File: config.mk
export PLATFORM = sky130hd
export DESIGN_NAME = pokey_bus_scheduler_flat
export DESIGN_NICKNAME = d
export VERILOG_FILES = /design/src/rtl/pokey_bus_scheduler_if.sv /design/src/rtl/pokey_bus_scheduler.sv /design/src/flat_wrapper.sv
export SDC_FILE = /design/constraint.sdc
export NUM_CORES = 1
export LEC_CHECK = 0
export CAP_MARGIN = 20
export CELL_PAD_IN_SITES_DETAIL_PLACEMENT = 1
export CELL_PAD_IN_SITES_GLOBAL_PLACEMENT = 2
export CORE_MARGIN = 2
export CORE_UTILIZATION = 31
export DETAILED_ROUTE_END_ITERATION = 8
export GPL_TIMING_DRIVEN = 0
export PLACE_DENSITY = 0.73
export REMOVE_ABC_BUFFERS = 1
export SYNTH_ARGS = -nofsm -noshare
export SYNTH_HDL_FRONTEND = slang
export SYNTH_SLANG_ARGS = --single-unit
File: constraint.sdc
create_clock -name clk -period 2.17 [get_ports clk]
set_input_delay 0.3255 -clock clk [delete_from_list [all_inputs] [get_ports clk]]
set_output_delay 0.3255 -clock clk [all_outputs]
set_load 0.05 [all_outputs]
File: src/rtl/pokey_bus_scheduler_if.sv
// Requester-side bundle for pokey_bus_scheduler: host handshake port plus player write-FIFO port.
// The master modport belongs to the requesters; the slave modport belongs to the scheduler.
interface pokey_bus_scheduler_if;
    logic       h_req;
    logic       h_rw;
    logic [3:0] h_addr;
    logic [7:0] h_wdata;
    logic       h_ack;
    logic [7:0] h_rdata;
    logic       p_push;
    logic [3:0] p_addr;
    logic [7:0] p_data;
    logic       p_full;
    logic       p_ovf;

    modport master (
        output h_req, h_rw, h_addr, h_wdata, p_push, p_addr, p_data,
        input  h_ack, h_rdata, p_full, p_ovf
    );

    modport slave (
        input  h_req, h_rw, h_addr, h_wdata, p_push, p_addr, p_data,
        output h_ack, h_rdata, p_full, p_ovf
    );
endinterface

File: src/rtl/pokey_bus_scheduler.sv
// Issues host and player register accesses to the POKEY CPU bus, one per phi2 period, aligned to enp.
// Define POKEY_SCHED_RR_EN for round-robin arbitration; otherwise the host has strict priority.
module pokey_bus_scheduler #(
    parameter int FIFO_DEPTH = 4
) (
    input  logic                        clk,
    input  logic                        reset,
    input  logic                        enp_i,
    pokey_bus_scheduler_if.slave        req_if,
    input  logic [7:0]                  bus_din_i,
    output logic [1:0]                  bus_cs_o,
    output logic                        bus_rw_o,
    output logic [3:0]                  bus_a_o,
    output logic [7:0]                  bus_dout_o,
    output logic                        bus_oe_o,
    output logic                        busy_o
);

    localparam int              AW        = $clog2(FIFO_DEPTH);
    localparam int              CW        = AW + 1;
    localparam logic [CW-1:0]   FULL_CNT  = CW'(FIFO_DEPTH);
    localparam logic [1:0]      CS_ACTIVE = 2'b10;
    localparam logic [1:0]      CS_IDLE   = 2'b01;

    typedef enum logic {ST_IDLE, ST_ACTIVE} state_t;

    typedef struct packed {
        logic [3:0] addr;
        logic [7:0] data;
    } entry_t;

    state_t          state_q;
    logic            cur_host_q;
    logic [1:0]      bus_cs_q;
    logic            bus_rw_q;
    logic [3:0]      bus_a_q;
    logic [7:0]      bus_dout_q;
    logic            bus_oe_q;
    logic            busy_q;
    logic            h_ack_q;
    logic [7:0]      h_rdata_q;
    entry_t          fifo_q [FIFO_DEPTH];
    logic [AW-1:0]   wr_ptr_q;
    logic [AW-1:0]   rd_ptr_q;
    logic [CW-1:0]   count_q;
    logic [CW-1:0]   count_d;
    logic            p_full_q;
    logic            p_ovf_q;
`ifdef POKEY_SCHED_RR_EN
    logic            last_host_q;
`endif

    logic            completing;
    logic            done_host;
    logic            done_player;
    logic            host_pend;
    logic            player_pend;
    logic            pick_host;
    logic            grant;
    logic            push_ok;
    entry_t          head;

    always_comb begin
        // NOTE: every signal gets a default before any branch so no latch can be inferred.
        head        = fifo_q[rd_ptr_q];
        player_pend = (count_q != '0);
        completing  = (state_q == ST_ACTIVE) && enp_i;
        done_host   = completing && cur_host_q;
        done_player = completing && !cur_host_q;
        // The host request is still high during its own completion and ack cycles.
        host_pend   = req_if.h_req && !h_ack_q && !done_host;
        if (done_player) begin
            head        = fifo_q[AW'(rd_ptr_q + 1'b1)];
            player_pend = (count_q > CW'(1));
        end
`ifdef POKEY_SCHED_RR_EN
        pick_host   = host_pend && (!player_pend || !last_host_q);
`else
        pick_host   = host_pend;
`endif
        grant       = enp_i && (pick_host || player_pend);
        push_ok     = req_if.p_push && (count_q != FULL_CNT);
        count_d     = count_q + CW'(push_ok) - CW'(done_player);
    end

    // NOTE: the FIFO storage is not reset; the pointers and count define which entries are valid.
    always_ff @(posedge clk) begin
        if (push_ok) begin
            fifo_q[wr_ptr_q] <= '{addr: req_if.p_addr, data: req_if.p_data};
        end
    end

    always_ff @(posedge clk) begin
        if (reset) begin
            state_q     <= ST_IDLE;
            cur_host_q  <= 1'b0;
            bus_cs_q    <= CS_IDLE;
            bus_rw_q    <= 1'b1;
            bus_a_q     <= '0;
            bus_dout_q  <= '0;
            bus_oe_q    <= 1'b0;
            busy_q      <= 1'b0;
            h_ack_q     <= 1'b0;
            h_rdata_q   <= '0;
            wr_ptr_q    <= '0;
            rd_ptr_q    <= '0;
            count_q     <= '0;
            p_full_q    <= 1'b0;
            p_ovf_q     <= 1'b0;
`ifdef POKEY_SCHED_RR_EN
            last_host_q <= 1'b0;
`endif
        end else begin
            // NOTE: non-blocking assignments so every register samples the pre-edge values.
            h_ack_q  <= done_host;
            wr_ptr_q <= wr_ptr_q + AW'(push_ok);
            rd_ptr_q <= rd_ptr_q + AW'(done_player);
            count_q  <= count_d;
            p_full_q <= (count_d == FULL_CNT);
            if (req_if.p_push && !push_ok) begin
                p_ovf_q <= 1'b1;
            end
            if (done_host && bus_rw_q) begin
                h_rdata_q <= bus_din_i;
            end
            if (enp_i) begin
                if (grant) begin
                    state_q    <= ST_ACTIVE;
                    cur_host_q <= pick_host;
                    bus_cs_q   <= CS_ACTIVE;
                    busy_q     <= 1'b1;
`ifdef POKEY_SCHED_RR_EN
                    last_host_q <= pick_host;
`endif
                    if (pick_host) begin
                        bus_rw_q   <= req_if.h_rw;
                        bus_a_q    <= req_if.h_addr;
                        bus_dout_q <= req_if.h_wdata;
                        bus_oe_q   <= !req_if.h_rw;
                    end else begin
                        bus_rw_q   <= 1'b0;
                        bus_a_q    <= head.addr;
                        bus_dout_q <= head.data;
                        bus_oe_q   <= 1'b1;
                    end
                end else begin
                    state_q  <= ST_IDLE;
                    bus_cs_q <= CS_IDLE;
                    bus_rw_q <= 1'b1;
                    bus_oe_q <= 1'b0;
                    busy_q   <= 1'b0;
                end
            end
        end
    end

    assign req_if.h_ack   = h_ack_q;
    assign req_if.h_rdata = h_rdata_q;
    assign req_if.p_full  = p_full_q;
    assign req_if.p_ovf   = p_ovf_q;
    assign bus_cs_o       = bus_cs_q;
    assign bus_rw_o       = bus_rw_q;
    assign bus_a_o        = bus_a_q;
    assign bus_dout_o     = bus_dout_q;
    assign bus_oe_o       = bus_oe_q;
    assign busy_o         = busy_q;

endmodule

File: src/flat_wrapper.sv
// flat-port wrapper written by rule: the top's interface ports become plain ports
module pokey_bus_scheduler_flat 
#(
    parameter int FIFO_DEPTH = 4
)
  (clk, reset, enp_i, bus_din_i, bus_cs_o, bus_rw_o, bus_a_o, bus_dout_o, bus_oe_o, busy_o, req_if_h_req, req_if_h_rw, req_if_h_addr, req_if_h_wdata, req_if_p_push, req_if_p_addr, req_if_p_data, req_if_h_ack, req_if_h_rdata, req_if_p_full, req_if_p_ovf);
  pokey_bus_scheduler_if req_if_i ();
  input  logic clk;
  input  logic reset;
  input  logic enp_i;
  input  logic [7:0] bus_din_i;
  output logic [1:0] bus_cs_o;
  output logic bus_rw_o;
  output logic [3:0] bus_a_o;
  output logic [7:0] bus_dout_o;
  output logic bus_oe_o;
  output logic busy_o;
  input wire logic [$bits(req_if_i.h_req)-1:0] req_if_h_req;
  input wire logic [$bits(req_if_i.h_rw)-1:0] req_if_h_rw;
  input wire logic [$bits(req_if_i.h_addr)-1:0] req_if_h_addr;
  input wire logic [$bits(req_if_i.h_wdata)-1:0] req_if_h_wdata;
  input wire logic [$bits(req_if_i.p_push)-1:0] req_if_p_push;
  input wire logic [$bits(req_if_i.p_addr)-1:0] req_if_p_addr;
  input wire logic [$bits(req_if_i.p_data)-1:0] req_if_p_data;
  output wire logic [$bits(req_if_i.h_ack)-1:0] req_if_h_ack;
  output wire logic [$bits(req_if_i.h_rdata)-1:0] req_if_h_rdata;
  output wire logic [$bits(req_if_i.p_full)-1:0] req_if_p_full;
  output wire logic [$bits(req_if_i.p_ovf)-1:0] req_if_p_ovf;
  assign req_if_i.h_req = req_if_h_req;
  assign req_if_i.h_rw = req_if_h_rw;
  assign req_if_i.h_addr = req_if_h_addr;
  assign req_if_i.h_wdata = req_if_h_wdata;
  assign req_if_i.p_push = req_if_p_push;
  assign req_if_i.p_addr = req_if_p_addr;
  assign req_if_i.p_data = req_if_p_data;
  assign req_if_h_ack = req_if_i.h_ack;
  assign req_if_h_rdata = req_if_i.h_rdata;
  assign req_if_p_full = req_if_i.p_full;
  assign req_if_p_ovf = req_if_i.p_ovf;
  pokey_bus_scheduler #(.FIFO_DEPTH(FIFO_DEPTH)) u_core (.clk(clk), .reset(reset), .enp_i(enp_i), .req_if(req_if_i), .bus_din_i(bus_din_i), .bus_cs_o(bus_cs_o), .bus_rw_o(bus_rw_o), .bus_a_o(bus_a_o), .bus_dout_o(bus_dout_o), .bus_oe_o(bus_oe_o), .busy_o(busy_o));
endmodule
Yosys cells after proc, flatten, opt, wreduce, memory -nomap -nowiden:

Memories as Yosys holds them, arrays and structs flattened. A register that Yosys moved wholly into a read port is not among the register bits.
Cells that the tools add are included.

* RAM bits: 48
* register bits: 36
* memory bits (read-only): 0
* word-level logic and storage cells: 53
* output and inout bits: 28
* latch bits: 0
* memories: 1
* input port bits: 38

* $mul: 0
* equality and inequality tests: 2
* magnitude comparators: 1
* mux-type cells: 13
* reduce and logical (&&, ||, !) cells: 17
* add/subtract/negate cells: 5
* shifts and indexed selects: 0
* divide/modulo/power cells: 0
* bitwise logic cells: 0

Memories
* u_core.fifo_q: words 4, width 12, read ports 2, clocked after memory_dff 1, write ports 1, RTL line pokey_bus_scheduler.sv:42 `entry_t fifo_q [FIFO_DEPTH];`

Operators with widths (number)
* $mux W12: 1
* $logic_and A1 B1 Y1: 9
* $mux W1: 8
* $mux W8: 1
* $logic_not A1 Y1: 5
* $add A2 B1 Y2: 2
* $mux W2: 2
* $mux W4: 1
* $add A3 B1 Y3: 1
* $eq A3 B3 Y1 const B: 1
* $gt A3 B1 Y1 const B: 1
* $ne A3 B3 Y1 const B: 1
* $reduce_bool A3 Y1: 1
* $sub A3 B1 Y3: 1
* $add A2 B1 Y2 const B: 1
* $reduce_and A2 Y1: 1
* $logic_or A1 B1 Y1: 1

Depth between registers and ports, before layout:

* word-level depth: 7
* gate-level depth with buffers: 11
* mapped depth without buffers: 8

Worst setup path before layout:

No wires, ideal clock.

* kind: register to register
* start: register u_core.bus_cs_o[1] (netlist name)
* end: register u_core.p_full_q (netlist: u_core.req_if.p_full)
* path slack: -0.351 ns
* cell stages (with the launch flop): 11
* arrival: 2.429 ns
* data required time: 2.078 ns
* library setup time: 0.092 ns
* buffers on the path: 3
* period minus slack after synthesis: 2.521 ns
* path through: dfxtp_1 buf_2 nand3b_4 inv_2 buf_6 buf_6 ha_1 inv_1 ha_1 fa_1 nor4_1

RTL lines
* end signal: assignment: RTL line pokey_bus_scheduler.sv:119 `p_full_q <= (count_d == FULL_CNT);`
* end: declaration: RTL line pokey_bus_scheduler.sv:47 `logic p_full_q;`

Worst setup path after layout:

* start: register u_core.cur_host_q
* end: register u_core.p_full_q (netlist: u_core.req_if.p_full)

* word-level cells in the longest chain between the ends: 4

Ends and longest elaborated chain
* start: declaration: RTL line pokey_bus_scheduler.sv:33 `logic cur_host_q;`
* start signal: assignment: RTL line pokey_bus_scheduler.sv:129 `cur_host_q <= pick_host;`
* $logic_not A1 Y1: RTL line pokey_bus_scheduler.sv:69 `done_player = completing && !cur_host_q;`
* $logic_and A1 B1 Y1: RTL line pokey_bus_scheduler.sv:69
* $sub A3 B1 Y3: RTL line pokey_bus_scheduler.sv:83 `count_d = count_q + CW'(push_ok) - CW'(done_player);`
* via u_core.count_d[1]: RTL line pokey_bus_scheduler.sv:46 `logic [CW-1:0] count_d;`
* $eq A3 B3 Y1: RTL line pokey_bus_scheduler.sv:119

The timed path passes the listed nets, and every way through them passes these cells.
A chain may end at the register's enable or synchronous reset.

==> Implementation_results.wiki <==
{| class="wikitable"
! Metric !! Value
|-
| Outcome || complete, no violations
|-
| Element type at the critical path end || flop
|-
| Placement-stage worst setup slack || -1470 ps
|-
| Number of hold violations in the final report || 0
|-
| Number of H-tree levels || 3
|-
| Startpoint of the most critical setup path || u_core.cur_host_q
|-
| Final-layout worst hold slack || 441 ps
|-
| Number of failing setup endpoints in the final timing report || 0
|-
| Post-detailed-route via-to-cell ratio || 5.15
|-
| Setup total negative slack || 0 ps
|-
| CTS root buf || clkbuf_16
|-
| Number of buffers added on ports || 65
|-
| Setup repair after global routing missed its margin || yes
|-
| Transition time at the pin with the least slew margin || 1020 ps
|-
| Endpoint of the worst hold path || u_core.bus_cs_o[0]
|-
| Layout cell share with drive strength beyond 1 || 16.4%
|-
| Hold Path Cell Cnt || 3
|-
| Startpoint-to-endpoint class of the critical path || flop to flop
|-
| Synthesized-area fraction occupied by xor and xnor cells || 0.702%
|-
| Grt total ovfl || 0
|-
| Combinational family with the most area after synthesis || compound AO/OA/AOI/OAI gates
|-
| Number of max-capacitance violations reported || 0
|-
| Antenna Cells || 0
|-
| Number of nets in the finished design || 429
|-
| Synthesized-area fraction occupied by and/or/nand/nor cells || 15.0%
|-
| Flip-flop cell with the highest count after synthesis || edfxtp_1
|-
| DP Cell Count || 512
|-
| Core area || 11900 um^2
|-
| Final clock skew || 5.53 ps
|-
| Power density over the cells || 950 nW/um^2
|-
| Total length of routed wires || 9960 um
|-
| Total CTS buffers || 9
|-
| Share of synthesized registers carrying an async set or reset || 0%
|-
| Share of the cycle needed by the critical path after routing || 95.6%
|-
| Number of vias after detailed routing || 2769
|-
| Flops & latches, synth || 83
|-
| Clk sinks || 83
|-
| FMAX || 482 MHz
|-
| TritonCTS clock tree || done
|-
| Clock period minus worst slack || 2080 ps
|-
| Routed wire length per instance || 18.5 um
|-
| Multiplexer area fraction after synthesis || 3.31%
|-
| Crit path launch type || flop
|-
| Type of the tightest min-delay check || input port to flop
|-
| Cell area after synthesis || 3740 um^2
|-
| Share of Yosys cell area claimed by the top area cell type || 38.5%
|-
| Number of cells on the worst reg-to-reg path || 7
|-
| Post-Synth Adder-Cell Area || 1.87%
|-
| Vias in the first global route || 2879
|-
| Synth warn || 0
|-
| Largest buffer count on any clock path || 2
|-
| Number of enable flip-flop cells after synthesis || 48
|-
| Antenna violations before repair || 0
|-
| Number of standard-cell rows in the floorplan || 40
|-
| Main area contributors after synthesis || edfxtp_1 39%, dfxtp_1 19%, a21oi_1 3.5%, nor2_1 3.3%, mux2_2 3.3%
|-
| Sequential-to-total area share from yosys stat || 57.2%
|-
| IR drop worst, VDD || 516 uV
|-
| Critical path cell sequence || nand3b_4, clkinv_16, ha_1, inv_1, ha_1, fa_1, nor4_1
|-
| Filler-free cell count of the finished design || 538
|-
| Most frequent cell on the critical path || ha_1
|-
| DRC marker count from the first detailed-route iteration || 59
|-
| Slowest cell delay on critical path || 460 ps
|-
| DRC violations left || 0
|-
| Distinct cell type count of the synthesized netlist || 48
|-
| Hold path startpoint || enp_i
|-
| Dominant cell type by area after synthesis || edfxtp_1
|-
| Critical-path cell with the highest stage delay || fa_1
|-
| Synth Area in Compound Gates || 16.9%
|-
| RR Startpoint || u_core.cur_host_q
|-
| Source-to-sink clock delay at the later pin of the worst-skew pair || 340 ps
|-
| Global-route wire length before repair || 15500 um
|-
| Critical path fanouts, max || 21
|-
| Filler instances || 1290
|-
| Crit path arrival time || 2320 ps
|-
| Area Overhead vs Synth || 33.6%
|-
| Static Leakage || 0.00179 uW
|-
| Die Footprint || 13000 um^2
|-
| Number of search-and-repair iterations in the first detailed-routing pass || 6
|-
| Reg2reg end || u_core.req_if.p_full
|-
| Final HPWL from detailed placement || 6150 um
|-
| Slew headroom || 32.1%
|-
| Post-route worst setup slack || 94.7 ps
|-
| Final count of pins violating max slew || 0
|-
| Die Span Y || 114 um
|-
| Die width || 114 um
|-
| Worst EP required || 2410 ps
|-
| Remaining antenna violation count after routing || 0
|-
| Share of the core filled with cells || 42.0%
|-
| Global routing usage summed across all routing layers || 15.8%
|-
| Register-to-register setup slack || 90 ps
|-
| Synthesized instance count || 320
|-
| Initial cell density of the core || 31.4%
|-
| Per-instance average area after synthesis || 11.7 um^2
|-
| Clock transition at the registers of the reported paths || 60 ps
|-
| Maximum number of pins on one net before global-route repair || 51
|-
| Hold buffers post-CTS || 0
|-
| Number of top-level pins || 66
|-
| Routability Congestion || 0.684
|}
==> final cells by class <==
type                            count  area (um^2)  area share [%]
Inverter                            9         60.1            1.20
Timing Repair inverter              1         11.3           0.225
Clock inverter                      5         76.3            1.53
Multi-Input combinational cell    205         1470            29.5
Sequential cell                    83         2150            43.1
Clock buffer                       11          243            4.85
Tap cell                          147          184            3.68
Timing Repair Buffer               77          798            16.0
==> synthesized netlist by cell type, drive strengths merged (8+ instances only) <==
master,instances
a21oi,26
a221o,12
buf,16
clkbuf,8
dfxtp,35
edfxtp,48
inv,9
mux2,11
nand2,24
nor2,34
nor3,24
o211a,11
o221ai,11
o31ai,11
==> per-stage QoR <==
stage / cell area [um^2] / power, uW
2_1_floorplan: 3590 / 2680
4_1_cts: 4930 / 4790
5_1_grt: 5000 / 4970
3_5_place_dp: 4510 / 3090
6_report: 5000 / 4750
3_3_place_gp: 4430 / 3030
==> sequential cells by signal, indices dropped and copies added (netlist names) <==
name	cells
u_core.req_if.p_full	1
u_core.req_if.h_ack	1
u_core.bus_oe_o	1
u_core.wr_ptr_q	2
u_core.cur_host_q	1
u_core.bus_rw_o	1
u_core.bus_dout_o	8
u_core.bus_a_o	4
u_core.bus_cs_o	2
u_core.rd_ptr_q	2
u_core.count_q	3
u_core.req_if.h_rdata	8
u_core.req_if.p_ovf	1
u_core.fifo_q	48
==> critical path, delay by kind of cell (launching register included) <==
| family | cells | cell delay [ps] |
|---|---|---|
| adder cells (fa/ha/maj) | 3 | 950 |
| AND/OR/NAND/NOR | 2 | 490 |
| flip-flops | 1 | 370 |
| buffers and inverters | 2 | 150 |
==> worst max-delay path by stage <==
stage	end	slack [ps]
after floorplan	u_core.req_if.p_full	-1100
after global placement	u_core.bus_dout_o[6]	-1550
after detailed placement	u_core.req_if.p_full	-1470
after CTS	u_core.req_if.p_full	10
after global routing	u_core.req_if.p_full	-10
final	u_core.req_if.p_full	90
==> layer usage <==
layer / up-vias / wire length, um / share of wire, % / global-route usage, %
li1: 1338 / - / - / -
met1: 1374 / 4300 / 43 / 19.3
met2: 46 / 5150 / 52 / 28.1
met3: 11 / 338 / 3.4 / 1.75
met4: 0 / 172 / 1.7 / 6.83
met5: - / 0 / 0 / 0
==> cell usage in the layout (no fill, tap or decap), types with 2 or more instances in the layout <==
| cell type | synthesis | layout |
|---|---|---|
| nand2_1 | 24 | 24 |
| or3_1 | 2 | 2 |
| buf_16 | 0 | 2 |
| nand2b_1 | 4 | 4 |
| nand3_1 | 2 | 2 |
| dfxtp_4 | 0 | 3 |
| xnor2_1 | 2 | 2 |
| clkdlybuf4s50_1 | 0 | 63 |
| a31oi_1 | 2 | 2 |
| nor2b_1 | 5 | 5 |
| a221o_1 | 12 | 12 |
| dfxtp_1 | 35 | 31 |
| bufinv_16 | 0 | 2 |
| edfxtp_1 | 48 | 48 |
| o221ai_1 | 9 | 9 |
| nor3_2 | 7 | 7 |
| a21oi_1 | 26 | 26 |
| ha_1 | 4 | 4 |
| o31ai_1 | 11 | 11 |
| buf_4 | 3 | 6 |
| o211a_1 | 11 | 11 |
| nor2_1 | 33 | 32 |
| nor3_1 | 17 | 17 |
| mux2_2 | 11 | 11 |
| o221ai_2 | 2 | 2 |
| buf_6 | 4 | 3 |
| clkbuf_16 | 0 | 9 |
| inv_1 | 8 | 8 |
==> kinds of logic after synthesis <==
kind of cell,after synthesis
adders and majority gates,5
DFF,83
muxes,11
AOI/OAI and AO/OA,80
buffers and inverters,33
and+or+nand+nor,105
xor gates and xnor gates,3
==> power breakdown <==
| group | internal (uW) | leakage [uW] | switching, uW | total (uW) |
|---|---|---|---|---|
| clock | 1030 | 0.000153 | 597 | 1630 |
| combinational | 466 | 0.000905 | 659 | 1130 |
| sequential | 1860 | 0.000729 | 138 | 2000 |
==> timing repair <==
action                                  in CTS  in global routing
gates resized for setup                     18                  7
buffers inserted                             4                  3
endpoints found under the setup margin      59                 16
pin swaps                                    2                  2
cloned                                       1                  1
Note: power is estimated with default switching activity, not from simulation.
==> variant 1: new RTL, config.mk and constraints unchanged <==
`FIFO_DEPTH` is set to 4 in 2 places; all go to 2.
--- a/src/rtl/pokey_bus_scheduler.sv
+++ b/src/rtl/pokey_bus_scheduler.sv
@@ -1,7 +1,7 @@
 // Issues host and player register accesses to the POKEY CPU bus, one per phi2 period, aligned to enp.
 // Define POKEY_SCHED_RR_EN for round-robin arbitration; otherwise the host has strict priority.
 module pokey_bus_scheduler #(
-    parameter int FIFO_DEPTH = 4
+    parameter int FIFO_DEPTH = 2
 ) (
     input  logic                        clk,
     input  logic                        reset,
--- a/src/flat_wrapper.sv
+++ b/src/flat_wrapper.sv
@@ -1,7 +1,7 @@
 // flat-port wrapper written by rule: the top's interface ports become plain ports
 module pokey_bus_scheduler_flat 
 #(
-    parameter int FIFO_DEPTH = 4
+    parameter int FIFO_DEPTH = 2
 )
   (clk, reset, enp_i, bus_din_i, bus_cs_o, bus_rw_o, bus_a_o, bus_dout_o, bus_oe_o, busy_o, req_if_h_req, req_if_h_rw, req_if_h_addr, req_if_h_wdata, req_if_p_push, req_if_p_addr, req_if_p_data, req_if_h_ack, req_if_h_rdata, req_if_p_full, req_if_p_ovf);
   pokey_bus_scheduler_if req_if_i ();
Function: changed (Yosys sat finds a counterexample within 4 cycles, from zero or initial values and one cycle with reset high).
==> variant 1 against the unedited design <==
Setup slack improved by 0.15 ns; first-iteration DRC count increased by 44%; non-clock buffer count down 9; routed wire length down 47%; final area decreased by 37%; area after synthesis shrank 39%; sequential cell count down 27; power decreased by 44%; final cell count decreased by 36%; largest power group unchanged.
==> variant 1: results (changes against the unedited design) <==
Min path
  • Min-delay src: u_core.req_if.h_rdata[0] (was enp_i)

Routing
  • WL met1: 2.34 mm (was 4.30 mm)
  • DR iter-0 viols: 85 (was 59)
  • Via Count: 1624 (was 2769)
  • WL met2: 2.61 mm (was 5.15 mm)
  • WL met3: 239 um (was 338 um)
  • Detailed Routing Iterations Pass 1: 4 (was 6)
  • WL final: 5.31 mm (was 9.96 mm)

Yosys
  • Mux share of post-synthesis cell area: 5.23% (was 3.31%)
  • Post-synthesis xor/xnor area fraction: 1.47% (was 0.702%)
  • Main synth FF type: dfxtp_1 (was edfxtp_1)
  • Library cells used by synthesis: 37 (was 48)
  • EDFF count, synth: 24 (was 48)
  • Adder-cell share of the synthesized area: 2.18% (was 1.87%)
  • Synth area leaders: edfxtp_1, dfxtp_1, o221ai_2 (was edfxtp_1, dfxtp_1, a21oi_1)
  • Yosys Warn Count: 0 (unchanged)
  • Register area share after synthesis: 59.2% (was 57.2%)
  • Post-synthesis compound-gate area fraction: 11.6% (was 16.9%)

Clock tree
  • Worst skew pair latency: 0.30 ns (was 0.34 ns)
  • CTS H-Tree Depth: 2 (was 3)
  • CTS root buffer: clkbuf_8 (was clkbuf_16)
  • Worst-path clk slew: 0.09 ns (was 0.06 ns)
  • TritonCTS Buffers: 5 (was 9)

Worst setup path
  • CP max stage delay: 0.85 ns (was 0.46 ns)
  • Worst r2r src: u_core.count_q[0] (was u_core.cur_host_q)
  • Crit Path Max Fanout: 7 (was 21)
  • Largest delay contributor family on the critical path: buffers and inverters (was adder cells)
  • Cell with the largest stage delay on the worst path: clkdlybuf4s50_1 (was fa_1)
  • R2R Setup Slk: 0.38 ns (was 0.09 ns)
  • FF-to-FF End: u_core.fifo_q[1][10] (was u_core.req_if.p_full)

Final layout
  • Layout cells sized above 1: 11.3% (was 16.4%)
  • Total Nets Final: 288 (was 429)
  • Number of flip-flops in the largest register: 24 (was 48)
  • Fillers: 795 (was 1290)

Timing
  • Relative slew slack: 53.8% (was 32.1%)
  • Worst Skew: 0.00695 ns (was 0.00553 ns)

Place
  • Hpwl dp: 3.63 mm (was 6.15 mm)
  • RD Place Congestion: 0.718 (was 0.684)
  • Pre-CTS setup slack: -1.21 ns (was -1.47 ns)

Power and ir drop
  • LEAKAGE: 1.14 nW (was 1.79 nW)
  • Worst vdd rail ir drop: 304 uV (was 516 uV)

Global route
  • First-pass GRT wire length: 8.85 mm (was 15.5 mm)
  • Total GRT Usage: 13.9% (was 15.8%)
  • Vias in the first global route: 1729 (was 2879)

Status
  • Status: completed (unchanged)
## variant 1: cell count changes after synthesis, moves of 8 or more
cell      unedited run  this run
nor2_1              33         6
edfxtp_1            48        24
a21oi_1             26        10
nor3_1              17         1
nand4b_1             0        13
a221o_1             12         0
mux2i_1              0        12
mux2_2              11         0
o211a_1             11         0
o31ai_1             11         0
nand2b_1             4        13
o221ai_2             2        10
## variant 1: metal layers
metal  track usage, %  vias up
met5                0        -
li1                 -      793
met2             23.3       45
met1             17.2      779
met4             5.77        0
met3             3.19        7
## variant 1: worst min-delay path: stages, from the launching register on
cell and delay [ns]:
dfxtp_1 0.32, nand2_1 0.05, a21oi_1 0.05
## variant 1: final cells by class
type                       count  area, um2  area share (%)
tap                           99        124            3.92
inverter                       4       15.0           0.475
sequential                    56       1360            43.1
clock buffer                   6       72.6            2.30
timing repair buffer          68        702            22.2
clock inverter                 2       11.3           0.356
multi-input combinational    111        873            27.6
## variant 1: cells by family (layout without fill, tap and decap cells)
group,Yosys count,after routing
flops,56,56
simple gates,63,63
xor+xnor,3,3
fa+ha+maj,4,4
buf+inv,17,80
compound gates,29,29
mux,12,12
## variant 1: worst max-delay path by stage
stage	startpoint	slack [ns]	endpoint
detailed placement	enp_i	-1.21	u_core.bus_a_o[1]
CTS	u_core.bus_cs_o[1]	0.22	busy_o
global placement	enp_i	-1.13	u_core.bus_a_o[1]
finish	u_core.bus_cs_o[1]	0.24	busy_o
floorplan	u_core.bus_cs_o[1]	-0.19	u_core.bus_a_o[0]
global route	req_if_p_push	0.13	u_core.fifo_q[1][10]
## variant 1: timing repair
action                                  in CTS  in global routing
resized for setup                            5                  0
endpoints found under the hold margin        0                  0
setup buffers                                1                  0
endpoints found under the setup margin      19                  0
## variant 1: report_power, final
| part | internal [mW] | leakage (nW) | switching [mW] |
|---|---|---|---|
| clock | 0.225 | 0.0388 | 0.328 |
| combinational | 0.308 | 0.611 | 0.469 |
| sequential | 1.25 | 0.486 | 0.0633 |
## variant 1: per-stage QoR
step / TNS (ns) / power (mW) / instances / util (%) / area [um2]
6_report: 0 / 2.64 / 346 / 43.8 / 3160
5_1_grt: 0 / 2.80 / 346 / 43.8 / 3160
4_1_cts: 0 / 2.69 / 346 / 43.8 / 3160
3_5_place_dp: -21.44 / 2.13 / 337 / 42.3 / 3050
3_3_place_gp: -19.40 / 2.10 / 335 / 41.7 / 3010
2_1_floorplan: -2.06 / 1.82 / 171 / - / 2230
==> variant 2: new RTL, same flow settings <==
Without the edit above. Make the reset (`reset`) asynchronous in one clocked block.
--- a/src/rtl/pokey_bus_scheduler.sv
+++ b/src/rtl/pokey_bus_scheduler.sv
@@ -90,7 +90,7 @@
         end
     end
 
-    always_ff @(posedge clk) begin
+    always_ff @(posedge clk or posedge reset) begin
         if (reset) begin
             state_q     <= ST_IDLE;
             cur_host_q  <= 1'b0;
Behaviour: differs if reset is asserted again (counterexample within 4 cycles, from zero or initial values and one cycle with reset high); with reset held inactive, the same outputs for 10 cycles.
==> variant 2 against the unedited design <==
The run now ends with DRC left; non-clock buffer count rose by 4; setup slack got worse by 0.026 ns; utilization rose by 1.2 points; final area is 0.45% lower; area after synthesis fell by 1.5%; critical endpoint is now u_core.req_if.p_full; sequential share of layout area increased by 3.6 points; sequential cell count stayed put; die area shrank 1.5%; first-iteration DRC count rose to 2.6 times the old value; routed wire length is essentially flat.
Power is not compared: it rests on default switching activity, and its combinational part moved more than twofold at a synthesized area within 25%.
==> variant 2: results (changes against the unedited design) <==
Place
  • Pre-CTS setup slack: -2.06 ns (was -1.47 ns)
  • DP Area: 4500 um2 (was 4510 um2)
  • RD Place Congestion: 0.705 (was 0.684)
  • Hpwl dp: 6.25 mm (was 6.15 mm)

Final layout
  • Inverters excl. clock: 9 (was 10)
  • Buffers excl. clock: 81 (was 77)
  • Fraction of area in multi-input gates: 25.6% (was 29.5%)
  • Clock buf count: 12 (was 11)
  • Non-clock buffering overhead: 17.1% (was 16.0%)
  • Clock-cell share: 5.65% (was 6.38%)
  • Total Nets Final: 418 (was 429)
  • Design area: 4980 um2 (was 5000 um2)
  • Sequential share of cell area: 46.6% (was 43.1%)
  • Fillers: 1225 (was 1290)
  • Multi-input gates: 191 (was 205)
  • Sequential cells: 83 (unchanged)

Routing
  • WL met2: 5.00 mm (was 5.15 mm)
  • Drt wl/cell: 19.1 um (was 18.5 um)
  • Via Count: 2722 (was 2769)
  • DRC viols: 7 (was 0)
  • Via density: 5.20 (was 5.15)
  • WL met1: 4.28 mm (was 4.30 mm)

Clock tree
  • Resized Gates After CTS: 15 (was 18)
  • Setup Fix Bufs, Post-CTS: 7 (was 4)

Timing
  • Clock period minus worst slack: 2.10 ns (was 2.08 ns)

Global route
  • Met1 usage: 20.2% (was 19.3%)
  • Total GRT Usage: 16.4% (was 15.8%)
  • Vias in the first global route: 3004 (was 2879)
  • First-pass GRT wire length: 16.0 mm (was 15.5 mm)

Status
  • Failing checks: DRC
  • Status: finished with violations (was completed)

Worst setup path
  • R2R cell count: 9 (was 7)
  • Cell with the largest stage delay on the worst path: dfrtp_2 (was fa_1)
  • Crit Path Max Fanout: 18 (was 21)
  • CP max stage delay: 0.41 ns (was 0.46 ns)
  • FF-to-FF End: u_core.req_if.p_full (unchanged)

Yosys
  • Register area share after synthesis: 62.9% (was 57.2%)
  • Mux share of post-synthesis cell area: 6.35% (was 3.31%)
  • Synth area leaders: edfxtp_1, dfrtp_1, nor3_1 (was edfxtp_1, dfxtp_1, a21oi_1)
-- variant 2: cell types whose count changed after synthesis, sizes merged, moves of 11 or more --
cell and change:
a21oi -25, a221o -12, dfrtp +33, dfxtp -35
nor3 +22, o211a -11
-- variant 2: critical path: cells and delay by family (launching register included) --
| family | cells | cell delay, ns |
|---|---|---|
| AND/OR/NAND/NOR | 2 | 0.31 |
| flip-flops | 1 | 0.41 |
| XOR/XNOR | 1 | 0.14 |
| adder cells (fa/ha/maj) | 3 | 0.82 |
| buffers and inverters | 3 | 0.30 |
-- variant 2: how the worst min path moves through the flow --
stage	slack, ns	endpoint	startpoint
after floorplan	0.42	u_core.fifo_q[0][0]	req_if_p_data[0]
after global placement	0.46	u_core.req_if.p_ovf	u_core.req_if.p_ovf
after detailed placement	0.46	u_core.req_if.p_ovf	u_core.req_if.p_ovf
after CTS	0.48	u_core.req_if.p_ovf	u_core.req_if.p_ovf
after global routing	0.49	u_core.req_if.p_ovf	u_core.req_if.p_ovf
final	0.47	u_core.req_if.h_rdata[4]	reset
